$ cat src/rtl/updown_counter_param_if.sv
// Signal bundle between a counter user (master) and updown_counter_param (slave).
interface updown_counter_param_if #(
  parameter int WIDTH = 4
);
  logic             en_i;
  logic             load_i;
  logic [WIDTH-1:0] data_i;
  logic             up_down_i;
  logic             sat_mode_i;
  logic             clr_flag_i;
  logic [WIDTH-1:0] count_o;
  logic             tc_o;
  logic             roll_o;
  logic             ovf_o;
  logic             unf_o;

  modport master (
    output en_i, load_i, data_i, up_down_i, sat_mode_i, clr_flag_i,
    input  count_o, tc_o, roll_o, ovf_o, unf_o
  );

  modport slave (
    input  en_i, load_i, data_i, up_down_i, sat_mode_i, clr_flag_i,
    output count_o, tc_o, roll_o, ovf_o, unf_o
  );
endinterface

$ cat src/rtl/updown_counter_param.sv
// Parametrised up/down counter with modulus MAX_VAL, wrap/saturate modes,
// clamped load, terminal-count, rollover pulse and sticky over/underflow flags.
module updown_counter_param #(
  parameter int WIDTH   = 4,
  parameter int MAX_VAL = 2**WIDTH-1,
  parameter int RST_VAL = 0
) (
  input  logic                  clk,
  input  logic                  reset,
  updown_counter_param_if.slave bus
);
  localparam logic [WIDTH:0]   MAX_EXT = MAX_VAL[WIDTH:0];
  localparam logic [WIDTH-1:0] MAX_CNT = MAX_VAL[WIDTH-1:0];
  localparam logic [WIDTH-1:0] RST_CNT = RST_VAL[WIDTH-1:0];

  logic [WIDTH-1:0] count_q, count_d;
  logic             roll_q, roll_d;
  logic             ovf_q, ovf_d;
  logic             unf_q, unf_d;

  logic [WIDTH:0] count_ext_s;
  logic [WIDTH:0] data_ext_s;
  logic [WIDTH:0] inc_s;
  logic [WIDTH:0] dec_s;
  logic           at_max_s;
  logic           at_zero_s;

  assign count_ext_s = {1'b0, count_q};
  assign data_ext_s  = {1'b0, bus.data_i};
  assign inc_s       = count_ext_s + {{WIDTH{1'b0}}, 1'b1};
  assign dec_s       = count_ext_s - {{WIDTH{1'b0}}, 1'b1};
  assign at_max_s    = (count_ext_s == MAX_EXT);
  assign at_zero_s   = (count_q == {WIDTH{1'b0}});

  // Next-state: load beats count enable; flags clear unless set on the same edge.
  always_comb begin
    count_d = count_q;
    roll_d  = 1'b0;
    ovf_d   = ovf_q & ~bus.clr_flag_i;
    unf_d   = unf_q & ~bus.clr_flag_i;
    if (bus.load_i) begin
      if (data_ext_s > MAX_EXT) begin
        count_d = MAX_CNT;
      end else begin
        count_d = bus.data_i;
      end
    end else if (bus.en_i) begin
      if (bus.up_down_i) begin
        if (at_max_s) begin
          roll_d  = 1'b1;
          ovf_d   = 1'b1;
          count_d = bus.sat_mode_i ? count_q : {WIDTH{1'b0}};
        end else begin
          count_d = inc_s[WIDTH-1:0];
        end
      end else begin
        if (at_zero_s) begin
          roll_d  = 1'b1;
          unf_d   = 1'b1;
          count_d = bus.sat_mode_i ? count_q : MAX_CNT;
        end else begin
          count_d = dec_s[WIDTH-1:0];
        end
      end
    end else begin
      count_d = count_q;
    end
  end

  // State registers with asynchronous active-high reset.
  always_ff @(posedge clk or posedge reset) begin
    if (reset) begin
      count_q <= RST_CNT;
      roll_q  <= 1'b0;
      ovf_q   <= 1'b0;
      unf_q   <= 1'b0;
    end else begin
      count_q <= count_d;
      roll_q  <= roll_d;
      ovf_q   <= ovf_d;
      unf_q   <= unf_d;
    end
  end

  // tc looks ahead: the next enabled edge will be a boundary event.
  assign bus.tc_o    = bus.en_i & ((bus.up_down_i & at_max_s) | (~bus.up_down_i & at_zero_s));
  assign bus.count_o = count_q;
  assign bus.roll_o  = roll_q;
  assign bus.ovf_o   = ovf_q;
  assign bus.unf_o   = unf_q;
endmodule

$ cat src/flat_wrapper.sv
// flat-port wrapper written by rule: the top's interface ports become plain ports
module updown_counter_param_flat 
#(
  parameter int WIDTH   = 4,
  parameter int MAX_VAL = 2**WIDTH-1,
  parameter int RST_VAL = 0
)
  (clk, reset, bus_en_i, bus_load_i, bus_data_i, bus_up_down_i, bus_sat_mode_i, bus_clr_flag_i, bus_count_o, bus_tc_o, bus_roll_o, bus_ovf_o, bus_unf_o);
  updown_counter_param_if #(.WIDTH(WIDTH)) bus_i ();
  input  logic clk;
  input  logic reset;
  input wire logic [$bits(bus_i.en_i)-1:0] bus_en_i;
  input wire logic [$bits(bus_i.load_i)-1:0] bus_load_i;
  input wire logic [$bits(bus_i.data_i)-1:0] bus_data_i;
  input wire logic [$bits(bus_i.up_down_i)-1:0] bus_up_down_i;
  input wire logic [$bits(bus_i.sat_mode_i)-1:0] bus_sat_mode_i;
  input wire logic [$bits(bus_i.clr_flag_i)-1:0] bus_clr_flag_i;
  output wire logic [$bits(bus_i.count_o)-1:0] bus_count_o;
  output wire logic [$bits(bus_i.tc_o)-1:0] bus_tc_o;
  output wire logic [$bits(bus_i.roll_o)-1:0] bus_roll_o;
  output wire logic [$bits(bus_i.ovf_o)-1:0] bus_ovf_o;
  output wire logic [$bits(bus_i.unf_o)-1:0] bus_unf_o;
  assign bus_i.en_i = bus_en_i;
  assign bus_i.load_i = bus_load_i;
  assign bus_i.data_i = bus_data_i;
  assign bus_i.up_down_i = bus_up_down_i;
  assign bus_i.sat_mode_i = bus_sat_mode_i;
  assign bus_i.clr_flag_i = bus_clr_flag_i;
  assign bus_count_o = bus_i.count_o;
  assign bus_tc_o = bus_i.tc_o;
  assign bus_roll_o = bus_i.roll_o;
  assign bus_ovf_o = bus_i.ovf_o;
  assign bus_unf_o = bus_i.unf_o;
  updown_counter_param #(.WIDTH(WIDTH), .MAX_VAL(MAX_VAL), .RST_VAL(RST_VAL)) u_core (.clk(clk), .reset(reset), .bus(bus_i));
endmodule
$ cat config.mk
export PLATFORM = sky130hd
export DESIGN_NAME = updown_counter_param_flat
export DESIGN_NICKNAME = d
export VERILOG_FILES = /design/src/rtl/updown_counter_param_if.sv /design/src/rtl/updown_counter_param.sv /design/src/flat_wrapper.sv
export SDC_FILE = /design/constraint.sdc
export NUM_CORES = 1
export LEC_CHECK = 0
export BUFFER_PORTS_ARGS = -buffer_cell sky130_fd_sc_hd__buf_2
export CELL_PAD_IN_SITES_DETAIL_PLACEMENT = 0
export CELL_PAD_IN_SITES_GLOBAL_PLACEMENT = 1
export CORE_UTILIZATION = 35
export CTS_BUF_LIST = sky130_fd_sc_hd__clkbuf_8
export CTS_CLUSTER_DIAMETER = 100
export CTS_CLUSTER_SIZE = 25
export DETAILED_ROUTE_END_ITERATION = 6
export GPL_TIMING_DRIVEN = 0
export PLACE_DENSITY_LB_ADDON = 0.1
export REMOVE_ABC_BUFFERS = 1
export SYNTH_ARGS = -nofsm -noshare
export SYNTH_HDL_FRONTEND = slang
export SYNTH_SLANG_ARGS = --single-unit
$ cat constraint.sdc
create_clock -name clk -period 2 [get_ports clk]
set_input_delay 0.2 -clock clk [delete_from_list [all_inputs] [get_ports clk]]
set_output_delay 0.2 -clock clk [all_outputs]
set_load 0.01 [all_outputs]
==> results.md <==
Placement:
- The port buffer count is 18.
- After detailed placement, the design holds a cell count of 89.
- Prior to clock tree synthesis, the placed netlist has a worst setup slack of -19.7 ps.
- The final weighted congestion in routability-driven placement is between 0.7 and 0.8.
- The HPWL after detailed placement is between 800 and 900 um.

Routing:
- The first detailed-routing pass ran for 4 iterations.
- The iteration-0 DRC count of the detailed router is 7.
- For this block, the routed nets add up to about 1200 um of wire.
- In the routed design, unresolved DRC markers number 0.
- The per-cell via count in the routed design is roughly 5.
- The overall via count from detail_route is roughly 510.
- In the final routed layout, each cell accounts on average for roughly 12 um.
- The final antenna-violating net count is 0.

STA:
- The count of final setup violators is 0.
- Static timing analysis puts the maximum clock frequency at between 500 and 600 MHz.
- The time the worst path needs with I/O delays and setup is between 1500 and 2000 ps.
- After layout, the worst setup slack is 58.1 ps.
- The final worst clock skew is 0.574 ps.
- The final cycle utilization of the critical path is 97.1%.
- The final-report max-slew violation count is 0.
- The number of hold-slack violations in the final timing report came to 0.
- Across all hold checks on the routed design, the worst slack comes to about 190 ps.
- Setup repair after global routing left no endpoint under its margin.
- Measured against its own limit, the worst slew margin works out to around 77%.
- The measured slew at the worst slew-check pin is 346 ps.

Hold path:
- The worst hold path passes through 2 cells.
- For hold timing, the worst endpoint is u_core.bus.ovf_o.
- The type of the most critical hold path is input pin to flop.
- The startpoint identified for the worst hold timing path is bus_clr_flag_i.

Clocking:
- TritonCTS built the clock tree.
- CTS saw 7 sinks.
- The root buffer cell chosen for the clock tree is sky130_fd_sc_hd__clkbuf_8.
- The number of levels in the clock H-tree is 1.
- Clock-pin slew was measured on the worst setup and hold paths at about 40 ps.
- The TritonCTS buffer count is 3.
- Clock latency on the worst-skew pair, taken at its later pin, is 220 ps.
- The maximum number of buffers from clock root to sink is 2.

Global routing:
- The met1 global-route usage is between 20% and 30%.
- Entering global routing, the biggest net connects 9 pins.
- Global routing consumed, on the met2 layer, approximately 29% of the routing resources.
- The via count of the first global-routing pass is between 300 and 400.
- Across every metal layer, demand over resource in global routing totals between 10% and 20%.
- The initial antenna violation count is 0.
- After global routing the overflow that remains totals 0.
- The routing layer with the top usage in global route is met2.
- The first global-routing pass estimated approximately 1800 um of wire.
- The global routing usage on met3 is between 3 and 4%.

Synthesis:
- Synthesis produced a netlist whose cell count is 58.
- The area fraction of the dominant cell type after synthesis is between 30% and 40%.
- The leading register cell type out of synthesis is sky130_fd_sc_hd__dfrtp_1.
- Summing the sequential cell areas from Yosys gives 35.0% of the chip area.
- After synthesis, the cell types taking the most area are sky130_fd_sc_hd__dfrtp_1 (35%), sky130_fd_sc_hd__inv_1 (8.3%), sky130_fd_sc_hd__o31a_1 (5.2%).
- The distinct cell type count of the synthesized netlist is 25.
- The leading area contributor after synthesis is sky130_fd_sc_hd__dfrtp_1.
- The number of storage elements in the synthesis netlist is 7.
- In this run, synthesis inferred 0 flip-flops with an integrated enable.
- In the synthesized netlist the async set-or-reset flop fraction comes to between 90% and 100%.
- The Yosys warning count is 0.
- The cell area that synthesis handed to floorplanning was 500 um2.
- A synthesized cell averages 8.63 um2.

Worst setup path:
- The worst setup path is captured at an output port.
- The worst register-to-register path has a depth of 6.
- The worst reg2reg path endpoint is u_core.bus.count_o[2].
- The library cell contributing the largest single delay on the critical path is sky130_fd_sc_hd__or4b_4.
- At the worst endpoint, the required time is 1800 ps.
- STA classifies the critical path startpoint as a flop.
- The critical path class is flop to output port.
- The kind of cell adding the most delay to the critical path is simple AND/OR/NAND/NOR gates.
- The critical path goes through inv_2, ha_2, or4b_4, a21oi_2, buf_2.
- The largest single stage delay on the critical path is 520 ps.
- The worst setup slack for register-to-register paths is 130 ps.
- The arrival time of the worst setup path is 1740 ps.
- The number of buffers and inverters on the critical path is 2.
- In this run the critical register-to-register path is launched from u_core.bus.count_o[0].
- The maximum net fanout on the critical path is 6.

Cells and area:
- From synthesis to final layout, the design area changed by 41.0%.
- Once layout is complete, the utilization of the core stands at between 50% and 60%.
- The total of fill cells in the finished design is 128.
- The net count of the finished layout is 99.
- The layout cell share with drive strength beyond 1 is roughly 40%.
- The finished layout holds 100 standard cells, fillers aside.
- 0 antenna diodes ended up in the layout.

Floorplanning:
- The floorplan step defined a die boundary enclosing between 1500 and 2000 um2.
- Measured along the y axis, the die boundary spans 39.8 um.
- The total area inside the core boundary comes to around 1300 um2.
- The die width is 39.8 um.
- In this run the count of I/O pins placed on the die edge is 19.
- The starting density of the core is between 30 and 40%.
- The number of core rows is 13.

Flow run:
- The max-capacitance violation count is 0.

Pwr:
- The peak supply drop is around 290 uV.
- Summed over all cells, the static leakage comes to roughly 0.35 nW.
- The power density over the cells is just over 700 nW/um2.

Run status:
- The flow ran to the end, and the final reports show no timing, DRC or antenna violations.
## flip-flops by register name, indices dropped and copies added, names as in the netlist
signal,cells
u_core.bus.ovf_o,1
u_core.bus.unf_o,1
u_core.bus.count_o,4
u_core.bus.roll_o,1
## where the power goes
group	internal, W	switching (W)
clock network	0.000133	0.0000597
logic	0.0000684	0.0000653
registers	0.000155	0.0000201
total	0.000356	0.000145
## cells by family (layout without fill, tap and decap cells)
group | Yosys count | in the layout | share of synthesized area, %
DFF | 7 | 7 | 35.0
adders and majority gates | 2 | 2 | 5.00
AOI/OAI and AO/OA | 21 | 21 | 29.8
muxes | 1 | 1 | 2.00
and+or+nand+nor | 13 | 13 | 15.0
buffers and inverters | 13 | 40 | 11.5
xor gates and xnor gates | 1 | 1 | 1.75
## how the worst max path moves through the flow
stage / startpoint / endpoint / cells after the start
2_1_floorplan: u_core.bus.count_o[0] / u_core.bus.count_o[2] / 6
6_report: u_core.bus.count_o[0] / bus_tc_o / 5
4_1_cts: u_core.bus.count_o[0] / bus_tc_o / 5
3_5_place_dp: u_core.bus.count_o[0] / u_core.bus.count_o[2] / 6
5_1_grt: u_core.bus.count_o[0] / bus_tc_o / 5
3_3_place_gp: u_core.bus.count_o[0] / u_core.bus.count_o[2] / 6
## cells in the final DEF (no fill, tap or decap), drive strengths merged
cell / count
o21bai: 1
nor4: 2
ha: 2
and4b: 1
xnor2: 1
a21oi: 4
dlygate4sd3: 1
mux2i: 1
dfrtp: 7
buf: 24
nand2: 3
a21o: 1
o31a: 3
nor2: 2
clkbuf: 3
nand3: 1
inv: 12
or4b: 1
a31oi: 3
nand4: 1
nand2b: 2
o21ai: 4
o22ai: 2
a2bb2oi: 2
a211oi: 1
## area by class of cell
cell class	count	area, um2	area share, %
tap	15	18.8	2.66
multi-input combinational	38	278	39.4
clock buffer	3	41.3	5.85
clock inverter	1	3.75	0.532
sequential	7	178	25.2
timing repair buffer	25	145	20.6
inverter	11	41.3	5.85
## per-layer routing
layer	wire length, um	vias up	part of all wire, %
met5	0	-	0
met4	8	0	0.65
met3	78	2	6.4
met2	570	23	47
met1	567	227	46
li1	-	259	-
## cells in the mapped netlist (2+ instances only)
master	count
sky130_fd_sc_hd__a21oi_1	3
sky130_fd_sc_hd__a2bb2oi_1	2
sky130_fd_sc_hd__a31oi_1	3
sky130_fd_sc_hd__dfrtp_1	7
sky130_fd_sc_hd__ha_1	2
sky130_fd_sc_hd__inv_1	11
sky130_fd_sc_hd__nand2_1	3
sky130_fd_sc_hd__nand2b_1	2
sky130_fd_sc_hd__nor2_1	2
sky130_fd_sc_hd__nor4_1	2
sky130_fd_sc_hd__o21ai_0	4
sky130_fd_sc_hd__o22ai_1	2
sky130_fd_sc_hd__o31a_1	3
## through the flow
| step | setup TNS (ps) | instance area, um2 | total power [W] |
|---|---|---|---|
| after floorplan | 0 | 484 | 0.000244 |
| after global placement | -59.0 | 593 | 0.000288 |
| after detailed placement | -31.2 | 593 | 0.000287 |
| after CTS | 0 | 663 | 0.000484 |
| after global routing | 0 | 706 | 0.000528 |
| final | 0 | 706 | 0.000501 |
## repair_timing
action / 4_1_cts / 5_1_grt
setup endpoints to repair: 3 / 1
buffers inserted: 1 / 5
hold endpoints to repair: 7 / 0
hold buffers: 1 / 0
resized for setup: 3 / 3
Power figures use the tool's default switching activity.
